**src/rtl/mgpio_pkg.sv**
```systemverilog
// Shared types and constants for the GPIO bus front end and its
// per-bank input change detectors.
package mgpio_pkg;

    typedef enum logic [1:0] {
        IDLE = 2'd0,
        EXEC = 2'd1,
        RESP = 2'd2
    } ctrl_state_t;

    typedef enum logic [1:0] {
        REG_DATA = 2'd0,
        REG_DIR  = 2'd1,
        REG_IE   = 2'd2,
        REG_IP   = 2'd3
    } gpio_reg_t;

    // Edges after reset during which detected changes are ignored, so the
    // transition from the synchroniser's reset value is never reported.
    localparam int PRIME_CYCLES = 3;

endpackage

```
**src/rtl/mgpio_sync_edge.sv**
```systemverilog
// Per-bank input conditioning: two-flop synchroniser for the raw pads,
// a one-cycle-delayed copy and a change detector that stays quiet until
// the pipeline has been primed with real pad values after reset.
module mgpio_sync_edge
    import mgpio_pkg::*;
(
    input  logic       clk,
    input  logic       rst_n,
    input  logic [7:0] i_pin,
    output logic [7:0] o_chg
);

    localparam logic [1:0] PRIME_MAX = 2'(PRIME_CYCLES);

    logic [7:0] r_s1;
    logic [7:0] r_s2;
    logic [7:0] r_prev;
    logic [1:0] r_cnt;
    logic       w_primed;

    // Synchronise the asynchronous pads and keep last cycle's sample
    always_ff @(posedge clk or negedge rst_n) begin
        if (!rst_n) begin
            r_s1   <= 8'h00;
            r_s2   <= 8'h00;
            r_prev <= 8'h00;
        end else begin
            r_s1   <= i_pin;
            r_s2   <= r_s1;
            r_prev <= r_s2;
        end
    end

    // Saturating prime counter: counts edges since reset up to PRIME_MAX
    always_ff @(posedge clk or negedge rst_n) begin
        if (!rst_n) begin
            r_cnt <= 2'd0;
        end else if (!w_primed) begin
            r_cnt <= r_cnt + 2'd1;
        end
    end

    assign w_primed = (r_cnt == PRIME_MAX);
    assign o_chg    = (r_s2 ^ r_prev) & {8{w_primed}};

endmodule

```
**src/rtl/mgpio_ctrl.sv**
```systemverilog
// Bus front end for NBANKS 8-bit GPIO banks. Each req/ack access runs
// IDLE -> EXEC -> RESP: EXEC decodes the latched address, pulses the bank
// data/dir enables or updates IE/IP, and captures read data; RESP returns
// ack/err/rdata. Pin-change interrupts are collected per bank into IP and
// ORed into a registered irq.
module mgpio_ctrl
    import mgpio_pkg::*;
#(
    parameter  int NBANKS = 4,
    // One spare bank-select bit so unmapped banks are always addressable
    localparam int ADDR_W = $clog2(NBANKS + 1) + 2
) (
    input  logic                  clk,
    input  logic                  rst_n,
    input  logic                  req,
    input  logic                  we,
    input  logic [ADDR_W-1:0]     addr,
    input  logic [7:0]            wdata,
    output logic                  ack,
    output logic                  err,
    output logic [7:0]            rdata,
    output logic                  irq,
    output logic [7:0]            bank_wdata,
    output logic [NBANKS-1:0]     bank_data_en,
    output logic [NBANKS-1:0]     bank_dir_en,
    input  logic [8*NBANKS-1:0]   bank_data_out,
    input  logic [8*NBANKS-1:0]   bank_dir_out,
    input  logic [8*NBANKS-1:0]   gpio_in
);

    localparam int             BW   = ADDR_W - 2;
    localparam logic [BW-1:0]  NB_L = BW'(NBANKS);

    ctrl_state_t                r_state;
    ctrl_state_t                w_next;
    logic                       r_we;
    logic [ADDR_W-1:0]          r_addr;
    logic [7:0]                 r_wdata;
    logic                       r_err_q;
    logic [7:0]                 r_rdata_q;
    logic [NBANKS-1:0][7:0]     r_ie;
    logic [NBANKS-1:0][7:0]     r_ip;
    logic                       r_irq;

    logic [BW-1:0]              w_bank;
    gpio_reg_t                  w_reg;
    logic                       w_mapped;
    logic                       w_exec_wr;
    logic [7:0]                 w_rd_mux;
    logic [NBANKS-1:0]          w_ie_wr;
    logic [NBANKS-1:0][7:0]     w_ip_clr;
    logic [NBANKS-1:0][7:0]     w_chg;

    assign w_bank     = r_addr[ADDR_W-1:2];
    assign w_reg      = gpio_reg_t'(r_addr[1:0]);
    assign w_mapped   = (w_bank < NB_L);
    assign w_exec_wr  = (r_state == EXEC) && r_we && w_mapped;
    assign bank_wdata = r_wdata;
    assign irq        = r_irq;

    // One change detector per bank
    for (genvar g = 0; g < NBANKS; g++) begin : g_bank
        mgpio_sync_edge u_sync (
            .clk   (clk),
            .rst_n (rst_n),
            .i_pin (gpio_in[8*g +: 8]),
            .o_chg (w_chg[g])
        );
    end

    // FSM state register
    always_ff @(posedge clk or negedge rst_n) begin
        if (!rst_n) begin
            r_state <= IDLE;
        end else begin
            r_state <= w_next;
        end
    end

    // FSM next state: fixed three-step sequence, no stalls
    always_comb begin
        w_next = r_state;
        case (r_state)
            IDLE:    if (req) w_next = EXEC;
            EXEC:    w_next = RESP;
            RESP:    w_next = IDLE;
            default: w_next = IDLE;
        endcase
    end

    // FSM outputs: enable pulses in EXEC, response in RESP, zero otherwise
    always_comb begin
        ack          = 1'b0;
        err          = 1'b0;
        rdata        = 8'h00;
        bank_data_en = '0;
        bank_dir_en  = '0;
        case (r_state)
            EXEC: begin
                if (r_we && w_mapped) begin
                    for (int b = 0; b < NBANKS; b++) begin
                        if (w_bank == BW'(b)) begin
                            bank_data_en[b] = (w_reg == REG_DATA);
                            bank_dir_en[b]  = (w_reg == REG_DIR);
                        end
                    end
                end
            end
            RESP: begin
                ack   = 1'b1;
                err   = r_err_q;
                rdata = r_rdata_q;
            end
            default: ;
        endcase
    end

    // Latch the access when a request is accepted in IDLE
    always_ff @(posedge clk or negedge rst_n) begin
        if (!rst_n) begin
            r_we    <= 1'b0;
            r_addr  <= '0;
            r_wdata <= 8'h00;
        end else if (r_state == IDLE && req) begin
            r_we    <= we;
            r_addr  <= addr;
            r_wdata <= wdata;
        end
    end

    // Readback mux over the addressed bank and register
    always_comb begin
        w_rd_mux = 8'h00;
        for (int b = 0; b < NBANKS; b++) begin
            if (w_bank == BW'(b)) begin
                case (w_reg)
                    REG_DATA: w_rd_mux = bank_data_out[8*b +: 8];
                    REG_DIR:  w_rd_mux = bank_dir_out[8*b +: 8];
                    REG_IE:   w_rd_mux = r_ie[b];
                    REG_IP:   w_rd_mux = r_ip[b];
                    default:  w_rd_mux = 8'h00;
                endcase
            end
        end
    end

    // Per-bank IE write strobes and IP write-one-to-clear masks
    always_comb begin
        w_ie_wr  = '0;
        w_ip_clr = '0;
        for (int b = 0; b < NBANKS; b++) begin
            if (w_exec_wr && (w_bank == BW'(b))) begin
                w_ie_wr[b]  = (w_reg == REG_IE);
                w_ip_clr[b] = (w_reg == REG_IP) ? r_wdata : 8'h00;
            end
        end
    end

    // Capture error flag and read data in EXEC for the RESP cycle
    always_ff @(posedge clk or negedge rst_n) begin
        if (!rst_n) begin
            r_err_q   <= 1'b0;
            r_rdata_q <= 8'h00;
        end else if (r_state == EXEC) begin
            r_err_q   <= ~w_mapped;
            r_rdata_q <= (w_mapped && !r_we) ? w_rd_mux : 8'h00;
        end
    end

    // Interrupt enable/pending: new input-pin changes win over a W1C clear
    always_ff @(posedge clk or negedge rst_n) begin
        if (!rst_n) begin
            r_ie <= '0;
            r_ip <= '0;
        end else begin
            for (int b = 0; b < NBANKS; b++) begin
                if (w_ie_wr[b]) begin
                    r_ie[b] <= r_wdata;
                end
                r_ip[b] <= (r_ip[b] & ~w_ip_clr[b]) |
                           (w_chg[b] & r_ie[b] & ~bank_dir_out[8*b +: 8]);
            end
        end
    end

    // Registered interrupt line
    always_ff @(posedge clk or negedge rst_n) begin
        if (!rst_n) begin
            r_irq <= 1'b0;
        end else begin
            r_irq <= |r_ip;
        end
    end

endmodule
```
**config.mk**
```make
export PLATFORM = sky130hd
export DESIGN_NAME = mgpio_ctrl
export DESIGN_NICKNAME = d
export VERILOG_FILES = /design/src/rtl/mgpio_pkg.sv /design/src/rtl/mgpio_sync_edge.sv /design/src/rtl/mgpio_ctrl.sv
export SDC_FILE = /design/constraint.sdc
export NUM_CORES = 1
export LEC_CHECK = 0
export ABC_AREA = 1
export BUFFER_PORTS_ARGS = -buffer_cell sky130_fd_sc_hd__buf_4
export CORE_ASPECT_RATIO = 0.8
export CORE_MARGIN = 5
export CORE_UTILIZATION = 47
export DETAILED_ROUTE_END_ITERATION = 16
export GPL_TIMING_DRIVEN = 0
export PLACE_DENSITY_LB_ADDON = 0.05
export SETUP_SLACK_MARGIN = 0.15
export SYNTH_ARGS = -nofsm -noshare
export SYNTH_HDL_FRONTEND = slang
export SYNTH_HIERARCHICAL = 1
export SYNTH_SLANG_ARGS = --single-unit
```
**constraint.sdc**
```tcl
create_clock -name clk -period 1.4 [get_ports clk]
set_clock_uncertainty 0.1 [all_clocks]
set_input_delay 0.21 -clock clk [delete_from_list [all_inputs] [get_ports clk]]
set_output_delay 0.21 -clock clk [all_outputs]
set_load 0.01 [all_outputs]
```
=== Word-level counts from Yosys, hierarchy flattened ===
Cells that the tools add are included.

* Register bits: 194
* Latch bits: 0
* Memory bits (writable): 0
* ROM bits: 0
* Input port bits: 113
* Output and inout port bits: 27
* Logic and storage cells: 131
* Memories kept: 0

* Add/subtract/negate cells: 4
* $mul: 0
* Div/mod/pow operators: 0
* Order comparisons: 1
* Eq/ne operators: 13
* Shift-type cells: 0
* Muxes and demuxes: 35
* Bitwise gates (word level): 33
* Reduce and logical (&&, ||, !) cells: 14

{| class="wikitable"
|+ Operator list
! cell !! number
|-
| 8-bit bitwise AND || 16
|-
| 8-bit one-hot mux with 4 select lines || 4
|-
| 8-bit 2-to-1 mux || 11
|-
| 8-bit NOT || 8
|-
| 8-bit bitwise OR || 4
|-
| 32-bit OR reduction || 1
|-
| 8-bit XOR || 4
|-
| 4-bit 2-to-1 mux || 4
|-
| 2-bit equality test (second input constant) || 7
|-
| 1-bit 2-to-1 mux || 14
|-
| 1-bit logical AND || 9
|-
| 2-bit by 1-bit adder with 2-bit output (second input constant) || 4
|-
| 3-bit by 2-bit equality test with 1-bit output (second input constant) || 2
|-
| 2-bit by 1-bit equality test with 1-bit output (second input constant) || 2
|-
| 2-bit zero test || 2
|-
| 2-bit one-hot mux with 2 select lines || 1
|-
| 3-bit by 1-bit equality test with 1-bit output (second input constant) || 1
|-
| 3-bit zero test || 1
|-
| 3-bit < comparator (second input constant) || 1
|-
| 2-bit 2-to-1 mux || 1
|-
| 2-bit inequality test (second input constant) || 1
|-
| 1-bit zero test || 1
|-
| 1-bit NOT || 1
|}

=== Depth between registers and ports, before layout ===
Gate-level depths: netlist of the first run.

* Depth in word-level cells: 8
* Depth in mapped cells: 12
* Gate-level depth less buffers: 10

=== Modules after synthesis ===
The synthesis of the first run kept the hierarchy.

{| class="wikitable"
|+ Modules (own cells, without submodules)
! module !! times used !! cells an instance !! area each (um^2) !! seq. area each (um^2)
|-
| mgpio_ctrl || 1 || 687 || 4,829.6 || 2,252.2
|-
| mgpio_sync_edge || 4 || 64 || 817.0 || 650.6
|}

=== Worst setup path after synthesis of the first run ===
No wires, ideal clock.

* Path kind: flip-flop to output port
* From: register r_state[1]
* To: output port bank_data_en[0]
* Arrival: 1,229 ps
* Data required time: 1,090 ps
* Slack: -139 ps
* Cell stages (with the launch flop): 6
* Path buffers: 0
* Path through: dfrtp_1 inv_1 nand2_1 nor2_2 nand3_1 nor2_1

* Cells in the longest elaborated chain, start to end: 2

{| class="wikitable"
|+ Ends and longest elaborated chain
! element !! line !! source
|-
| start, declared || mgpio_ctrl.sv:34 || <nowiki>ctrl_state_t r_state;</nowiki>
|-
| start signal, assigned || mgpio_ctrl.sv:76 || <nowiki>r_state <= w_next;</nowiki>
|-
| 2-bit by 1-bit equality test with 1-bit output || mgpio_ctrl.sv:98 || <nowiki>case (r_state)</nowiki>
|-
| 4-bit 2-to-1 mux || mgpio_ctrl.sv:98 ||
|-
| end, declared || mgpio_ctrl.sv:24 || <nowiki>output logic [NBANKS-1:0] bank_data_en,</nowiki>
|}

Every way passes these cells.

=== Final worst setup path of the first run ===
* From: register r_addr[1]
* To: output port bank_dir_en[0]

* Cells in the longest elaborated chain, start to end: 4

{| class="wikitable"
|+ Ends and longest elaborated chain
! element !! line !! source
|-
| start, declared || mgpio_ctrl.sv:37 || <nowiki>logic [ADDR_W-1:0] r_addr;</nowiki>
|-
| start signal, assigned || mgpio_ctrl.sv:126 || <nowiki>r_addr <= addr;</nowiki>
|-
| 2-bit by 1-bit equality test with 1-bit output || mgpio_ctrl.sv:104 || <nowiki>bank_dir_en[b] = (w_reg == REG_DIR);</nowiki>
|-
| 1-bit 2-to-1 mux || mgpio_ctrl.sv:102 || <nowiki>if (w_bank == BW'(b)) begin</nowiki>
|-
| 4-bit 2-to-1 mux || mgpio_ctrl.sv:100 || <nowiki>if (r_we && w_mapped) begin</nowiki>
|-
| 4-bit 2-to-1 mux || mgpio_ctrl.sv:98 ||
|-
| end, declared || mgpio_ctrl.sv:25 || <nowiki>output logic [NBANKS-1:0] bank_dir_en,</nowiki>
|}

Every way passes these cells.

==> flow_summary_export.csv, run 1 <==
group,metric,value,unit
die,die_h,127,um
die,die-area,0.0200,mm^2
die,start_util,0.473,
outcome,run_status,"finished, violations left",
grt,grt_pass1_wl,42.4,mm
worst_setup_path,cp-end-kind,"output pin",
power_and_ir_drop,p_sw_frac,0.357,
die,ioPinCount,140,
finish,diodes,0,
grt,antenna_found_initial,0,
placement,routabilityCongestion,0.911,
routing,num_vias,8116,
power_and_ir_drop,power_switching,6220,uW
timing,rsz0062_at_grt,"true",
finish,final_common_cell,"nand2_1",
worst_setup_path,cp-startpoint,"r_addr[1]$_DFFE_PN0P_",
synthesis,synth-seq-area-share,0.600,
power_and_ir_drop,pwr-share-clk,0.278,
worst_setup_path,cp-start-kind,"register",
synthesis,ys_warn_count,6,
clocking,h-tree-depth,4,
clocking,clk_pin_slew,0.08,ns
worst_setup_path,crit_slowest_cell,"dfrtp_1",
routing,initialDrtViolationCount,865,
routing,detail_route.vias_per_cell,5.36,
finish,syn_to_final_growth,59.8,%
die,die-width,157,um
grt,grtUsageMet3,0.0826,
timing,period_needed,1.96,ns
outcome,violations,"hold timing, setup timing",
worst_setup_path,cp_cell_sequence,"buf_6, clkinv_8, clkbuf_16, buf_12, nand2_8, nor2_4, buf_6",
routing,drt-total-wl,28.9,mm
grt,use_met2,0.429,
worst_setup_path,timing.rr.start,"r_state[1]$_DFFE_PN0P_",
finish,fin_nets,1398,
clocking,cts_hold_buf,78,
routing,drc_errors,0,
routing,drtPass1Iterations,5,
clocking,clk_path_buf_depth,2,
synthesis,syn-num-nets,1064,
clocking,cts_buffers,17,
power_and_ir_drop,total_power,17400,uW
timing,finalHoldViolations,71,
placement,dpl.hpwl,17.3,mm
worst_setup_path,crit_family,"buffers and inverters",
worst_setup_path,crit_type,"reg2out",
synthesis,synth_area,0.00810,mm^2
worst_setup_path,cp_common_cell,"buf_6",
grt,global_route.usage.met1,0.383,
power_and_ir_drop,peakVddDrop,0.975,mV
finish,final_cell_mix,"nand2_1, dfrtp_1, buf_4",
routing,post_drt_wl_per_cell,19.1,um
timing,max_freq,511,MHz
min_path,worstHoldPathType,"in2async",
placement,port_buffers,139,
grt,gr-total-overflow,0,
die,core,0.0171,mm^2
worst_setup_path,worst-endpoint-required,1.09,ns
clocking,cts_root_buf,"clkbuf_16",
finish,fill_cells,1183,
grt,grt.busiest_layer,"met2",
timing,final.setup.worst_slack,-0.556,ns
clocking,cts_sinks,194,
synthesis,synth_area_per_cell,8.59,um^2
timing,setup_viol,90,
timing,slew_violations,0,
worst_setup_path,cpPeakStageDelay,0.37,ns
finish,fin_util,0.756,
timing,fin_crit_sh,1.40,
clocking,cts_tree,"built",
worst_setup_path,crit_arrival,1.65,ns
timing,slew_headroom,0.586,
power_and_ir_drop,intPower,11200,uW
flow_run,cap_violations,0,
timing,hold_slack,-0.400,ns
synthesis,synth.ff_latch_count,194,
grt,grt_pass1_vias,7901,
power_and_ir_drop,seq_power_share,0.391,
worst_setup_path,critPathBufInv,5,
synthesis,synth_cell_type_count,25,
die,rows,43,
timing,tns,-26.25,ns
grt,track_usage,0.283,
power_and_ir_drop,p_leak,0.00598,uW
routing,antenna_left,0,
clocking,clock_latency,0.45,ns
synthesis,synthCells,943,
finish,drive_gt1_frac,0.363,
power_and_ir_drop,power_density,1340,mW/mm^2
grt,grt_max_degree,124,
timing,worst_pin_slew,0.621,ns
worst_setup_path,cp_max_fo,5,
power_and_ir_drop,combinationalPowerShare,0.332,
-- layer usage --
layer	vias to the layer above	share of wire
met2	468	0.45
met4	0	0.045
met3	102	0.12
li1	3708	-
met1	3838	0.39
met5	-	0
-- state kept, by name, summed over array words and instances, names as in the netlist --
signal and flops:
r_rdata_q 8, r_we 1, g_bank.u_sync/r_s2 32, bank_wdata 8, r_ip 32, r_err_q 1
r_state 2, r_ie 32, g_bank.u_sync/r_prev 32, r_addr 5, g_bank.u_sync/r_cnt 8, irq 1
g_bank.u_sync/r_s1 32
-- Yosys cell counts --
master	instances	area [um^2]
a21oi_1	9	45.0
buf_2	7	35.0
buf_4	3	22.5
clkbuf_1	13	48.8
clkbuf_2	1	5.00
clkinv_1	1	3.75
dfrtp_1	194	4850
ha_1	8	100
inv_1	43	161
inv_2	3	11.3
nand2_1	313	1170
nand2_2	3	18.8
nand3_1	37	185
nand3_2	4	40.0
nand4_2	1	12.5
nor2_1	151	567
nor2_2	3	18.8
nor2_4	1	11.3
nor3_4	1	16.3
nor4_1	8	50.1
o211ai_1	1	7.51
o21ai_0	124	621
o21ai_1	9	45.0
o21bai_1	1	7.51
xnor2_1	4	35.0
-- worst register-to-register path, delay by kind of cell, from the launching register on --
family | cells | cell delay [ns]
simple gates | 3 | 0.25
flops | 1 | 0.39
buf+inv | 7 | 0.82
compound gates | 2 | 0.23
-- cell type report --
cell class / instances / area (um^2) / area share
multi-input cells: 678 / 3720 / 0.288
well taps: 225 / 282 / 0.0218
plain buffers: 24 / 313 / 0.0242
repair buffers: 315 / 2950 / 0.228
clock buffers: 17 / 425 / 0.0329
flip-flops and latches: 194 / 4870 / 0.376
inverters: 47 / 220 / 0.0170
clock inverters: 15 / 163 / 0.0126
-- path summary, 6_finish.rpt --
check | slack [ns] | cells past startpoint | endpoint
max in group asynchronous | 0.55 | 2 | r_addr[4]$_DFFE_PN0P_
max reg2reg | -0.50 | 12 | r_ip[30]$_DFF_PN0_
min | -0.40 | 1 | g_bank[2].u_sync/r_s1[7]$_DFF_PN0_
min reg2reg | 0.25 | 0 | g_bank[0].u_sync/r_s2[3]$_DFF_PN0_
min in group clk | 0.15 | 7 | r_rdata_q[2]$_DFFE_PN0N_
max | -0.56 | 7 | bank_dir_en[0]
-- stage by stage --
stage               std cells  setup slack [ns]  hold slack, ns  instance area [um^2]
finish                   1515            -0.556          -0.400                 12900
global route             1515            -0.585          -0.351                 12900
CTS                      1492            -0.528          -0.368                 12300
global placement         1307             -1.48           0.219                  9560
floorplan                 943           -0.0566          -0.186                  8230
detailed placement       1308            -0.608           0.108                  9590
-- repair_timing --
action                                 CTS  global route
pin swaps                               57            51
resized for setup                      247           131
setup endpoints to repair              116           115
setup buffers                           69            21
cloned                                   5             2
endpoints found under the hold margin  149            71
-- power groups by stage --
| stage | registers, uW | logic, uW | clock network, uW |
|---|---|---|---|
| 2_1_floorplan | 6710 | 1960 | 0 |
| 3_3_place_gp | 6810 | 3290 | 0 |
| 3_5_place_dp | 6820 | 3340 | 0 |
| 4_1_cts | 6750 | 4910 | 4880 |
| 5_1_grt | 6870 | 6100 | 5120 |
| 6_report | 6800 | 5770 | 4830 |
-- cell families after synthesis --
logic type / synth area share
buffers and inverters: 0.0355
and+or+nand+nor: 0.259
adders and majority gates: 0.0124
AOI/OAI and AO/OA: 0.0896
xor gates and xnor gates: 0.00433
DFF: 0.600
(Power assumes the default switching activity.)
==> inputs of run 2 (changes only) <==
Settings changed: CELL_PAD_IN_SITES_DETAIL_PLACEMENT set to 0, CELL_PAD_IN_SITES_GLOBAL_PLACEMENT set to 1, CORE_UTILIZATION 47 to 38.
==> flow_summary_export.csv, run 2 (synthesis gave the netlist of run 1 again) <==
group,metric,value,unit
outcome,violations,"hold timing, setup timing",
timing,fin_crit_sh,1.39,
clocking,h-tree-depth,4,
worst_setup_path,cp-end-kind,"output pin",
worst_setup_path,cp_common_cell,"buf_6",
flow_run,cap_violations,0,
worst_setup_path,r2r_setup_slack,-0.48,ns
clocking,cts_root_buf,"clkbuf_16",
clocking,clk_pin_slew,0.08,ns
timing,worst_pin_slew,0.500,ns
finish,final_cell_mix,"nand2_1, dfrtp_1, buf_4",
min_path,worstHoldPathType,"in2async",
outcome,run_status,"finished, violations left",
worst_setup_path,cp_max_fo,4,
placement,port_buffers,139,
finish,drive_gt1_frac,0.392,
power_and_ir_drop,pwr-share-clk,0.275,
worst_setup_path,crit_arrival,1.64,ns
grt,grt_max_degree,71,
routing,antenna_left,0,
timing,hold_slack,-0.443,ns
timing,max_freq,512,MHz
placement,post_dp_cell_area,0.00968,mm^2
worst_setup_path,timing.rr.start,"r_addr[1]$_DFFE_PN0P_",
routing,drtPass1Iterations,4,
power_and_ir_drop,p_leak,0.00599,uW
clocking,cts_sinks,194,
finish,final_common_cell,"nand2_1",
power_and_ir_drop,total_power,17500,uW
routing,detail_route.vias_per_cell,4.99,
clocking,cts_tree,"built",
finish,fin_nets,1387,
grt,gr-total-overflow,0,
power_and_ir_drop,power_density,1330,mW/mm^2
timing,final.setup.worst_slack,-0.552,ns
timing,rsz0062_at_grt,"true",
worst_setup_path,crit_slowest_cell,"dfrtp_2",
timing,setup_viol,90,
worst_setup_path,cp-start-kind,"register",
worst_setup_path,rr_worst_depth,14,
clocking,cts_buffers,17,
die,ioPinCount,140,
clocking,clk_path_buf_depth,2,
finish,syn_to_final_growth,62.8,%
worst_setup_path,cpPeakStageDelay,0.46,ns
placement,dpl.hpwl,18.8,mm
die,die-area,0.0243,mm^2
timing,finalHoldViolations,93,
routing,drc_errors,0,
power_and_ir_drop,seq_power_share,0.393,
die,rows,47,
worst_setup_path,cp_cell_sequence,"buf_6, nor3_4, nand2_8, nor2_4, buf_6",
power_and_ir_drop,power_switching,6330,uW
worst_setup_path,crit_type,"reg2out",
die,die_h,141,um
placement,routabilityCongestion,0.853,
power_and_ir_drop,combinationalPowerShare,0.332,
grt,antenna_found_initial,0,
grt,track_usage,0.229,
worst_setup_path,r2r_end,"r_rdata_q[7]$_DFFE_PN0N_",
worst_setup_path,worst-endpoint-required,1.09,ns
timing,period_needed,1.95,ns
timing,slew_headroom,0.666,
finish,fin_util,0.633,
power_and_ir_drop,peakVddDrop,1.04,mV
die,core,0.0208,mm^2
die,die-width,173,um
routing,initialDrtViolationCount,497,
routing,post_drt_wl_per_cell,18.4,um
power_and_ir_drop,p_sw_frac,0.361,
placement,dp_cells,1353,
grt,grt_pass1_vias,7463,
clocking,clock_latency,0.45,ns
timing,slew_violations,0,
grt,grt_pass1_wl,42.4,mm
routing,num_vias,7725,
die,start_util,0.389,
power_and_ir_drop,intPower,11200,uW
finish,fin_area,0.0132,mm^2
routing,drt-total-wl,28.5,mm
finish,diodes,0,
clocking,cts_hold_buf,78,
finish,fin_cells,1548,
[run 2: through the flow]
stage | setup WS (ns) | TNS [ns] | hold slack [ns]
3_3_place_gp | -1.53 | -285.38 | 0.219
3_5_place_dp | -0.698 | -29.67 | 0.0686
5_1_grt | -0.599 | -33.42 | -0.404
2_1_floorplan | -0.0566 | -1.33 | -0.186
4_1_cts | -0.561 | -27.88 | -0.413
6_report | -0.552 | -28.36 | -0.443
[run 2: worst max path at each step]
stage                                      start                        to  slack [ns]
after floorplan            r_addr[4]$_DFFE_PN0P_      r_ie[30]$_DFFE_PN0P_       -0.06
after global placement                     rst_n     r_addr[4]$_DFFE_PN0P_       -1.53
after detailed placement   r_addr[0]$_DFFE_PN0P_  r_rdata_q[3]$_DFFE_PN0N_       -0.70
after CTS                  r_addr[1]$_DFFE_PN0P_            bank_dir_en[1]       -0.56
after global routing      r_state[1]$_DFFE_PN0P_           bank_data_en[0]       -0.60
final                      r_addr[4]$_DFFE_PN0P_           bank_data_en[3]       -0.55
[run 2: what timing repair did]
action                     CTS  global route
cloned                       6             3
hold endpoints to repair   137            59
pin swaps                   44            83
resized for setup          216           241
setup endpoints to repair  116           115
setup buffers               60            16
[run 2: cell type report]
class	count	area, um^2
Fill cell	1719	7640
Sequential cell	194	4870
Multi-Input combinational cell	678	3930
Timing Repair Buffer	304	2910
Clock buffer	18	429
Buffer	24	343
Tap cell	269	337
Inverter	47	221
Clock inverter	14	148
[run 2: power groups by stage]
| stage | sequential (uW) | combinational (uW) | clock (uW) |
|---|---|---|---|
| finish | 6890 | 5820 | 4830 |
| global route | 6950 | 6230 | 5170 |
| CTS | 6780 | 4870 | 4910 |
| detailed placement | 6860 | 3430 | 0 |
| global placement | 6850 | 3400 | 0 |
| floorplan | 6710 | 1960 | 0 |
[run 2: layer usage]
layer	GRT usage	share of wire	routed length [um]
met1	0.324	0.44	12400
met2	0.354	0.46	13100
met3	0.0601	0.086	2440
met4	0.0579	0.019	540
met5	0	0	0
[run 2: critical path, delay by kind of cell, from the launching register on]
kind | cells | cell delay [ns]
buffers and inverters | 2 | 0.26
and+or+nand+nor | 3 | 0.49
DFF | 1 | 0.46
==> inputs of run 3 (changes only) <==
Settings changed: BUFFER_PORTS_ARGS -buffer_cell sky130_fd_sc_hd__buf_4 to -buffer_cell sky130_fd_sc_hd__buf_2, CORE_ASPECT_RATIO 0.8 to 0.9.
==> flow_summary_export.csv, run 3 (synthesis gave the netlist of run 1 again) <==
group,metric,value,unit
worst_setup_path,crit_type,"reg2out",
finish,diodes,0,
routing,detail_route.vias_per_cell,4.88,
worst_setup_path,cp-start-kind,"register",
finish,final_common_cell,"nand2_1",
worst_setup_path,crit_arrival,1.62,ns
finish,fin_cells,1567,
grt,grt_max_degree,120,
timing,worst_pin_slew,0.624,ns
routing,post_drt_wl_per_cell,18.3,um
die,die-area,0.0243,mm^2
flow_run,cap_violations,0,
routing,drt-total-wl,28.7,mm
worst_setup_path,cp_cell_sequence,"buf_6, inv_8, clkbuf_16, buf_12, nand2_8, nor2_4, buf_6",
grt,grt.busiest_layer,"met2",
grt,use_met2,0.383,
placement,dp_cells,1369,
clocking,h-tree-depth,4,
grt,global_route.usage.met1,0.314,
grt,antenna_found_initial,0,
worst_setup_path,crit_slowest_cell,"dfrtp_1",
worst_setup_path,worst-endpoint-required,1.09,ns
placement,post_dp_cell_area,0.00933,mm^2
grt,gr-total-overflow,0,
routing,drtPass1Iterations,6,
clocking,clk_pin_slew,0.08,ns
finish,fin_nets,1389,
outcome,violations,"hold timing, setup timing",
die,rows,50,
finish,syn_to_final_growth,60.4,%
outcome,run_status,"finished, violations left",
clocking,clock_latency,0.44,ns
clocking,cts_hold_buf,78,
finish,drive_gt1_frac,0.397,
power_and_ir_drop,p_leak,0.00599,uW
die,core,0.0209,mm^2
power_and_ir_drop,intPower,11400,uW
clocking,cts_tree,"built",
grt,grt_pass1_vias,7675,
timing,finalHoldViolations,75,
grt,grtUsageMet3,0.0565,
die,die_h,148,um
power_and_ir_drop,p_sw_frac,0.363,
clocking,cts_root_buf,"clkbuf_16",
finish,final_cell_mix,"nand2_1, dfrtp_1, nor2_1",
worst_setup_path,cp_max_fo,5,
grt,grt_pass1_wl,43.2,mm
worst_setup_path,cp-end-kind,"output pin",
finish,regArea,0.00487,mm^2
routing,drc_errors,0,
die,start_util,0.388,
die,ioPinCount,140,
grt,track_usage,0.236,
power_and_ir_drop,power_switching,6500,uW
die,die-width,164,um
routing,num_vias,7653,
clocking,cts_sinks,194,
finish,fill_cells,1785,
clocking,clk_path_buf_depth,2,
timing,period_needed,1.93,ns
power_and_ir_drop,pwr-share-clk,0.287,
timing,setup_viol,90,
routing,initialDrtViolationCount,462,
timing,rsz0062_at_grt,"true",
worst_setup_path,cpPeakStageDelay,0.38,ns
placement,pre_cts_ws,-0.605,ns
timing,hold_slack,-0.387,ns
power_and_ir_drop,seq_power_share,0.380,
placement,port_buffers,139,
worst_setup_path,cp_common_cell,"buf_6",
finish,fin_area,0.0130,mm^2
clocking,cts_buffers,17,
timing,slew_headroom,0.584,
power_and_ir_drop,total_power,17900,uW
timing,fin_crit_sh,1.38,
timing,max_freq,518,MHz
power_and_ir_drop,power_density,1380,mW/mm^2
min_path,worstHoldPathType,"in2async",
placement,routabilityCongestion,0.854,
routing,antenna_left,0,
timing,final.setup.worst_slack,-0.531,ns
power_and_ir_drop,peakVddDrop,0.792,mV
finish,multiInputGateArea,0.00392,mm^2
timing,slew_violations,0,
power_and_ir_drop,combinationalPowerShare,0.333,
placement,dpl.hpwl,18.2,mm
[run 3: path summary, 6_finish.rpt]
path                            slack, ns                                     to  depth (start not counted)                          startpoint
worst max register to register      -0.48               r_rdata_q[0]$_DFFE_PN0N_                         14               r_addr[1]$_DFFE_PN0P_
worst min register to register       0.25     g_bank[1].u_sync/r_s2[2]$_DFF_PN0_                          0  g_bank[1].u_sync/r_s1[2]$_DFF_PN0_
max in group asynchronous            0.61   g_bank[3].u_sync/r_prev[5]$_DFF_PN0_                          2                               rst_n
worst max-delay path                -0.53                         bank_dir_en[0]                          7               r_addr[1]$_DFFE_PN0P_
worst min-delay path                -0.39  g_bank[1].u_sync/r_cnt[0]$_DFFE_PN0P_                          1                               rst_n
min in group clk                     0.11               r_rdata_q[2]$_DFFE_PN0N_                          7                   bank_data_out[26]
[run 3: timing repair]
item                                    4_1_cts  5_1_grt
hold endpoints to repair                    153       75
endpoints found under the setup margin      116      116
pin swaps                                    60       80
gates cloned                                  7        2
gates resized for setup                     268      185
setup buffers                                56       23
[run 3: area by class of cell]
class / instances / share of cell area
Multi-Input combinational cell: 678 / 0.302
Clock inverter: 14 / 0.0148
Clock buffer: 18 / 0.0338
Inverter: 47 / 0.0171
Tap cell: 286 / 0.0275
Buffer: 24 / 0.0252
Timing Repair Buffer: 306 / 0.204
Sequential cell: 194 / 0.375
[run 3: per-stage QoR]
stage                     setup TNS (ns)  utilization
after floorplan                    -1.33            -
after global placement           -666.75        0.444
after detailed placement          -30.70        0.446
after CTS                         -24.14        0.584
after global routing              -32.46        0.622
final                             -27.09        0.622
[run 3: worst max-delay path, delay by kind of cell, from the launching register on]
kind,cells,cell delay [ns]
buffers and inverters,5,0.57
flip-flops,1,0.38
AND/OR/NAND/NOR,2,0.23
[run 3: metal layers]
layer,vias up,wire (um)
li1,3690,-
met1,3641,12100
met2,267,13500
met3,55,2080
met4,0,964
met5,-,0
[run 3: power groups by stage]
stage,sequential (uW),combinational [uW],clock (uW)
after CTS,6740,5200,5250
after global placement,6800,3270,0
after detailed placement,6810,3310,0
final,6820,5980,5140
after global routing,6900,6420,5470
after floorplan,6710,1960,0
